==> src/rtl/aes_cbc_dec_ctrl_if.sv <==
// Signal bundle between aes_cbc_dec_ctrl and its environment: ciphertext
// input stream, plaintext output stream, decryption core hookup and status.
interface aes_cbc_dec_ctrl_if #(
  parameter int unsigned CNT_W = 32
);
  logic             cbc_en;
  logic [127:0]     iv_in;
  logic             iv_load;
  logic             s_valid;
  logic             s_ready;
  logic [127:0]     s_data;
  logic             m_valid;
  logic             m_ready;
  logic [127:0]     m_data;
  logic             core_ready;
  logic             core_start;
  logic [127:0]     core_cipher_text;
  logic [127:0]     core_plain_text;
  logic             core_done;
  logic             busy;
  logic             err;
  logic [CNT_W-1:0] blk_count;

  modport master (
    output cbc_en, iv_in, iv_load, s_valid, s_data, m_ready,
           core_ready, core_plain_text, core_done,
    input  s_ready, m_valid, m_data, core_start, core_cipher_text,
           busy, err, blk_count
  );

  modport slave (
    input  cbc_en, iv_in, iv_load, s_valid, s_data, m_ready,
           core_ready, core_plain_text, core_done,
    output s_ready, m_valid, m_data, core_start, core_cipher_text,
           busy, err, blk_count
  );
endinterface

==> src/rtl/aes_cbc_dec_ctrl.sv <==
// Streaming CBC/ECB front-end for the AES decryption core: launches one block
// at a time, applies chaining XOR on completion, and buffers one output block.
module aes_cbc_dec_ctrl #(
  parameter int unsigned TIMEOUT_CYCLES = 64,
  parameter int unsigned CNT_W          = 32
) (
  input logic              clk,
  input logic              reset,
  aes_cbc_dec_ctrl_if.slave bus
);

  localparam int unsigned TW = (TIMEOUT_CYCLES > 1) ? $clog2(TIMEOUT_CYCLES) : 1;
  localparam logic [TW-1:0] T_LAST = TW'(TIMEOUT_CYCLES - 1);

  typedef enum logic [1:0] {
    S_IDLE,
    S_LAUNCH,
    S_WAIT,
    S_OUT
  } state_t;

  state_t           state;
  logic [127:0]     chain_reg;
  logic [127:0]     ct_reg;
  logic             mode_reg;
  logic [TW-1:0]    tcnt;
  logic             done_q;
  logic             core_start_q;
  logic             m_valid_q;
  logic [127:0]     m_data_q;
  logic             err_q;
  logic [CNT_W-1:0] blk_count_q;
  logic             s_ready_w;
  logic             done_rise;

  assign s_ready_w = (state == S_IDLE) && bus.core_ready && !bus.iv_load;
  assign done_rise = bus.core_done && !done_q;

  assign bus.s_ready          = s_ready_w;
  assign bus.busy             = (state != S_IDLE);
  assign bus.core_start       = core_start_q;
  assign bus.core_cipher_text = ct_reg;
  assign bus.m_valid          = m_valid_q;
  assign bus.m_data           = m_data_q;
  assign bus.err              = err_q;
  assign bus.blk_count        = blk_count_q;

  always_ff @(posedge clk or posedge reset) begin
    if (reset) begin
      state        <= S_IDLE;
      chain_reg    <= '0;
      ct_reg       <= '0;
      mode_reg     <= 1'b0;
      tcnt         <= '0;
      done_q       <= 1'b0;
      core_start_q <= 1'b0;
      m_valid_q    <= 1'b0;
      m_data_q     <= '0;
      err_q        <= 1'b0;
      blk_count_q  <= '0;
    end else begin
      // done_q tracks every cycle so a level already high on WAIT entry is no edge
      done_q       <= bus.core_done;
      core_start_q <= 1'b0;
      case (state)
        S_IDLE: begin
          if (bus.iv_load) begin
            chain_reg <= bus.iv_in;
            err_q     <= 1'b0;
          end else if (bus.s_valid && s_ready_w) begin
            ct_reg       <= bus.s_data;
            mode_reg     <= bus.cbc_en;
            core_start_q <= 1'b1;
            state        <= S_LAUNCH;
          end
        end
        S_LAUNCH: begin
          tcnt  <= '0;
          state <= S_WAIT;
        end
        S_WAIT: begin
          if (done_rise) begin
            m_data_q  <= bus.core_plain_text ^ (mode_reg ? chain_reg : '0);
            if (mode_reg) chain_reg <= ct_reg;
            m_valid_q <= 1'b1;
            state     <= S_OUT;
          end else if (tcnt == T_LAST) begin
            err_q <= 1'b1;
            state <= S_IDLE;
          end else begin
            tcnt <= tcnt + 1'b1;
          end
        end
        S_OUT: begin
          if (bus.m_ready) begin
            m_valid_q   <= 1'b0;
            blk_count_q <= blk_count_q + 1'b1;
            state       <= S_IDLE;
          end
        end
        default: state <= S_IDLE;
      endcase
    end
  end

endmodule

==> src/flat_wrapper.sv <==
// flat-port wrapper written by rule: the top's interface ports become plain ports
module aes_cbc_dec_ctrl_flat 
#(
  parameter int unsigned TIMEOUT_CYCLES = 64,
  parameter int unsigned CNT_W          = 32
)
  (clk, reset, bus_cbc_en, bus_iv_in, bus_iv_load, bus_s_valid, bus_s_data, bus_m_ready, bus_core_ready, bus_core_plain_text, bus_core_done, bus_s_ready, bus_m_valid, bus_m_data, bus_core_start, bus_core_cipher_text, bus_busy, bus_err, bus_blk_count);
  aes_cbc_dec_ctrl_if #(.CNT_W(CNT_W)) bus_i ();
  input logic clk;
  input logic reset;
  input wire logic [$bits(bus_i.cbc_en)-1:0] bus_cbc_en;
  input wire logic [$bits(bus_i.iv_in)-1:0] bus_iv_in;
  input wire logic [$bits(bus_i.iv_load)-1:0] bus_iv_load;
  input wire logic [$bits(bus_i.s_valid)-1:0] bus_s_valid;
  input wire logic [$bits(bus_i.s_data)-1:0] bus_s_data;
  input wire logic [$bits(bus_i.m_ready)-1:0] bus_m_ready;
  input wire logic [$bits(bus_i.core_ready)-1:0] bus_core_ready;
  input wire logic [$bits(bus_i.core_plain_text)-1:0] bus_core_plain_text;
  input wire logic [$bits(bus_i.core_done)-1:0] bus_core_done;
  output wire logic [$bits(bus_i.s_ready)-1:0] bus_s_ready;
  output wire logic [$bits(bus_i.m_valid)-1:0] bus_m_valid;
  output wire logic [$bits(bus_i.m_data)-1:0] bus_m_data;
  output wire logic [$bits(bus_i.core_start)-1:0] bus_core_start;
  output wire logic [$bits(bus_i.core_cipher_text)-1:0] bus_core_cipher_text;
  output wire logic [$bits(bus_i.busy)-1:0] bus_busy;
  output wire logic [$bits(bus_i.err)-1:0] bus_err;
  output wire logic [$bits(bus_i.blk_count)-1:0] bus_blk_count;
  assign bus_i.cbc_en = bus_cbc_en;
  assign bus_i.iv_in = bus_iv_in;
  assign bus_i.iv_load = bus_iv_load;
  assign bus_i.s_valid = bus_s_valid;
  assign bus_i.s_data = bus_s_data;
  assign bus_i.m_ready = bus_m_ready;
  assign bus_i.core_ready = bus_core_ready;
  assign bus_i.core_plain_text = bus_core_plain_text;
  assign bus_i.core_done = bus_core_done;
  assign bus_s_ready = bus_i.s_ready;
  assign bus_m_valid = bus_i.m_valid;
  assign bus_m_data = bus_i.m_data;
  assign bus_core_start = bus_i.core_start;
  assign bus_core_cipher_text = bus_i.core_cipher_text;
  assign bus_busy = bus_i.busy;
  assign bus_err = bus_i.err;
  assign bus_blk_count = bus_i.blk_count;
  aes_cbc_dec_ctrl #(.TIMEOUT_CYCLES(TIMEOUT_CYCLES), .CNT_W(CNT_W)) u_core (.clk(clk), .reset(reset), .bus(bus_i));
endmodule
==> config.mk <==
export PLATFORM = sky130hd
export DESIGN_NAME = aes_cbc_dec_ctrl_flat
export DESIGN_NICKNAME = d
export VERILOG_FILES = /design/src/rtl/aes_cbc_dec_ctrl_if.sv /design/src/rtl/aes_cbc_dec_ctrl.sv /design/src/flat_wrapper.sv
export SDC_FILE = /design/constraint.sdc
export NUM_CORES = 1
export LEC_CHECK = 0
export ABC_AREA = 1
export BUFFER_PORTS_ARGS = -buffer_cell sky130_fd_sc_hd__buf_4
export CAP_MARGIN = 20
export CORE_AREA = 2 2 270 272
export CTS_BUF_LIST = sky130_fd_sc_hd__clkbuf_2
export DETAILED_ROUTE_END_ITERATION = 8
export DIE_AREA = 0 0 272 274
export MAX_ROUTING_LAYER = met4
export PLACE_DENSITY = 0.52
export SETUP_SLACK_MARGIN = 0.05
export SKIP_CTS_REPAIR_TIMING = 1
export SKIP_LAST_GASP = 1
export SYNTH_ARGS = -nofsm -noshare
export SYNTH_HDL_FRONTEND = slang
export SYNTH_SLANG_ARGS = --single-unit
==> constraint.sdc <==
create_clock -name clk -period 17.6 [get_ports clk]
set_input_delay 1.76 -clock clk [delete_from_list [all_inputs] [get_ports clk]]
set_output_delay 1.76 -clock clk [all_outputs]
set_load 0.005 [all_outputs]
; ---- After elaboration in Yosys (flattened, before gate mapping)
; Cells that the tools add are included.
[totals]
reg_bits = 429
inputBits = 392
output_inout_bits = 293
word_cells = 72
[op_classes]
addsub = 2
eq_ne = 14
mux = 24
bitwise = 2
reduce_logical = 19
[ops]
columns = op, n
row1 = 128-bit 2-to-1 mux, 4
row2 = 128-bit case mux with 2 select lines, 1
row3 = 128-bit XOR, 1
row4 = "32-bit by 1-bit adder with 32-bit output, second input constant", 1
row5 = 6-bit 2-to-1 mux, 2
row6 = "2-bit inequality test, second input constant", 6
row7 = 6-bit case mux with 2 select lines, 1
row8 = 4-bit AND reduction, 3
row9 = 2-bit 2-to-1 mux, 5
row10 = 3-bit AND reduction, 3
row11 = 1-bit 2-to-1 mux, 8
row12 = 2-bit case mux with 4 select lines, 1
row13 = 2-bit nonzero test, 4
row14 = "6-bit by 1-bit adder with 6-bit output, second input constant", 1
row15 = "6-bit == test, second input constant", 1
row16 = "2-bit by 1-bit inequality test with 1-bit output, second input constant", 3
row17 = "2-bit == test, second input constant", 2
row18 = 1-bit logical AND, 4
row19 = 1-bit case mux with 2 select lines, 2
row20 = 2-bit AND reduction, 2
row21 = "3-bit by 1-bit inequality test with 1-bit output, second input constant", 1
row22 = "2-bit by 1-bit == test with 1-bit output, second input constant", 1
row23 = 1-bit logical NOT, 2
row24 = 2-bit logical NOT, 1
row25 = 1-bit NOT, 1

; ---- Logic depth before layout (Yosys ltp)
[logic_depth]
ltp_word = 7
depth_mapped = 10
depth_no_buf = 9

; ---- Worst setup path before layout
; OpenSTA, ideal clock, no wires.
[synth_timing]
path_type = input to output
start = input bus_core_ready
end = output bus_s_ready
arrival_ps = 1983
slack_ps = 13857
cell_stages = 2
path_cell_list = inv_1 -> nor3_1
[synth_via]
elab_chain_len = 2
[synth_rtl]
columns = item, line_no
row1 = start: declaration, flat_wrapper.sv:17  ; input wire logic [$bits(bus_i.core_ready)-1:0] bus_core_ready;
row2 = 1-bit logical AND (2 in a row), aes_cbc_dec_ctrl.sv:36  ; assign s_ready_w = (state == S_IDLE) && bus.core_ready && !bus.iv_load;
row3 = end: declaration, flat_wrapper.sv:20  ; output wire logic [$bits(bus_i.s_ready)-1:0] bus_s_ready;
; Every way passes these cells.

; ---- Final worst setup path
[layout_timing]
start = register u_core.state[1]
end = output bus_s_ready
[layout_via]
elab_chain_len = 3
[layout_rtl]
columns = item, line_no
row1 = start: declaration, aes_cbc_dec_ctrl.sv:22  ; state_t state;
row2 = start signal: assignment, aes_cbc_dec_ctrl.sv:50  ; state <= S_IDLE;
row3 = start signal: assignment, aes_cbc_dec_ctrl.sv:74  ; state <= S_LAUNCH;
row4 = start signal: assignment, aes_cbc_dec_ctrl.sv:79  ; state <= S_WAIT;
row5 = 2-bit logical NOT, aes_cbc_dec_ctrl.sv:36
row6 = 1-bit logical AND (2 in a row), aes_cbc_dec_ctrl.sv:36
; Every way passes these cells.

==> metrics.txt <==
status finished clean; Via density 4.26; CTS tree done; # setup viols final 0; Vias 16,900; initial drt markers 864; HP Start u_core.bus.m_data[121]; Yosys top cell by area dfrtp_1; RSZ-0062 raised after global routing false; placed cell count 3,754; Yosys cell types 32; die area 74,500 um2; port bufs 684; synthesized area 19,200 um2; Final period util 23.5%; Clock Sinks 429; syn nets 2,616; Post-synth EDFFs 0; TritonCTS Buffers 121; CP Max Fanout 8; post-route ant nets 0; most frequent cells after synthesis nand2_1 (666), dfrtp_1 (429), o21ai_0 (330), nor2_1 (164), inv_1 (142); initial cell density of the core 26.7%; number of global-route vias before repair 16,900; Remaining Overflow, GRT 0; Setup Crit Path Kind register to primary output; syn avg cell area 8.66 um2; largest net degree at the start of global routing 161; global-route wire length before repair 101,000 um; top-area cell type share of the netlist area 55.8%; cell with the most instances after synthesis nand2_1; maximum VDD drop 0.0801 mV; num ports 685; Die H 274 um; Final Worst Setup Slack 13.46 ns; Worst Clk Skew 0.119 ns; # DRC 0; critical path arrival 2.38 ns; max-slew violations 0; layout cell share with drive strength beyond 1 30.2%; Pre-antenna DRT Iters 4; Setup WS pre-CTS 12.47 ns; DR WL/cell 17.1 um; Floorplan Core Area 72,000 um2; fill count 7,750; Setup crit start kind register; area added between synthesis and finish 35.6%; GRT Overall Usage 18.2%; placed cell area 25,000 um2; FMAX 242 MHz; worst reg-to-reg setup slack 13.84 ns; Yosys warning count 0; post-route cell area 26,100 um2; TNS Setup 0 ns; hold depth 2; R2R Path Start u_core.state[1]; nets@finish 3,312; Synth Instances 2,222; Worst-path clk slew 0.11 ns; final WL 67,900 um; CP Capture Type primary output; post-layout minimum cycle time 4.14 ns; Die Width 272 um; Max Cap Viol 0; P per Cell Area 158 nW/um2; CTS root buf clkbuf_2; static leakage 12.9 nW; Hold Crit Class register to register; Synth area leaders dfrtp_1 (56%), nand2_1 (13%), o21ai_0 (8.6%); worst-case clock buffer depth 3; initial antenna violation count 6; FF+latch count, synth 429; sequential share of the synthesized area 55.8%; Slew Limit Headroom 33.8%; Synth Flop Type dfrtp_1; DP Wirelength 48,400 um; Required @ worst endpoint 15.84 ns; routability cong. 0.817; final design utilization 36.2%; Worst Hold End u_core.bus.m_data[121]; fraction of registers with async set/reset 100%; # rows 99; Reg-to-Reg End u_core.chain_reg[48]; Worst-Margin Slew 0.994 ns; H-tree levels 3; clk_lat worst skew 1.15 ns; Final Hold Vio Count 0; fin cells 3,971; worst reg2reg path depth 8
## layer usage
metal  global-route usage [%]  vias up  share of wire [%]
li1                         -     8527                  -
met1                     21.5     7768                 41
met2                     29.5      510                 49
met3                     5.54      109                7.6
met4                     6.41        0                2.4
met5                        -        -                  0
## cells by family after synthesis
group / count (synthesis) / synth area share [%]
compound gates: 486 / 12.7
xor+xnor: 152 / 6.92
buf+inv: 272 / 6.51
simple gates: 881 / 17.9
flops: 429 / 55.8
fa+ha+maj: 2 / 0.130
## per-stage QoR
stage | total power [mW] | hold slack (ns)
global route | 4.51 | 0.510
global placement | 3.43 | 0.466
detailed placement | 3.45 | 0.470
CTS | 4.22 | 0.476
floorplan | 2.57 | 0.468
finish | 4.13 | 0.483
## cell usage in the layout (no fill, tap or decap), types with 21 or more instances in the layout
cell and count:
buf_4 699, nand2_1 665, dfrtp_1 428, o21ai_0 330, clkbuf_2 184, nor2_1 164
inv_1 141, a21oi_1 123, xor2_1 119, xnor2_1 33, o21ai_1 26, nand3_1 21
clkinv_1 21
## critical path: stages (launching register included)
cell	delay [ns]
dfrtp_1	0.51
nor2_2	0.31
inv_1	0.11
nor3_1	0.15
buf_4	0.14
## cell type report
type                    count  area (um2)  area share, %
clock buffers             184         921           3.53
clock inverters            27         129          0.494
well taps                 959        1200           4.60
repair buffers            699        5250           20.1
inverters                 146         576           2.21
diodes                      6        15.0         0.0576
flip-flops and latches    429       10700           41.2
multi-input cells        1521        7260           27.8
## where the power goes
group / leakage, nW / internal [mW] / switching [mW] / total [mW]
Sequential: 5.15 / 1.41 / 0.257 / 1.67
Combinational: 6.87 / 0.758 / 0.968 / 1.73
Clock: 0.826 / 0.280 / 0.450 / 0.731
Total: 12.9 / 2.45 / 1.68 / 4.13
## how the worst max path moves through the flow
stage	slack [ns]	from	cells after the start	end
after floorplan	3.89	reset	1	u_core.bus.blk_count[0]
after global placement	12.45	reset	5	u_core.chain_reg[1]
after detailed placement	12.47	reset	5	u_core.bus.m_data[20]
after CTS	13.23	u_core.state[1]	4	bus_s_ready
after global routing	13.16	u_core.state[1]	4	bus_s_ready
final	13.46	u_core.state[1]	4	bus_s_ready
Note: power is estimated with default switching activity, not from simulation.
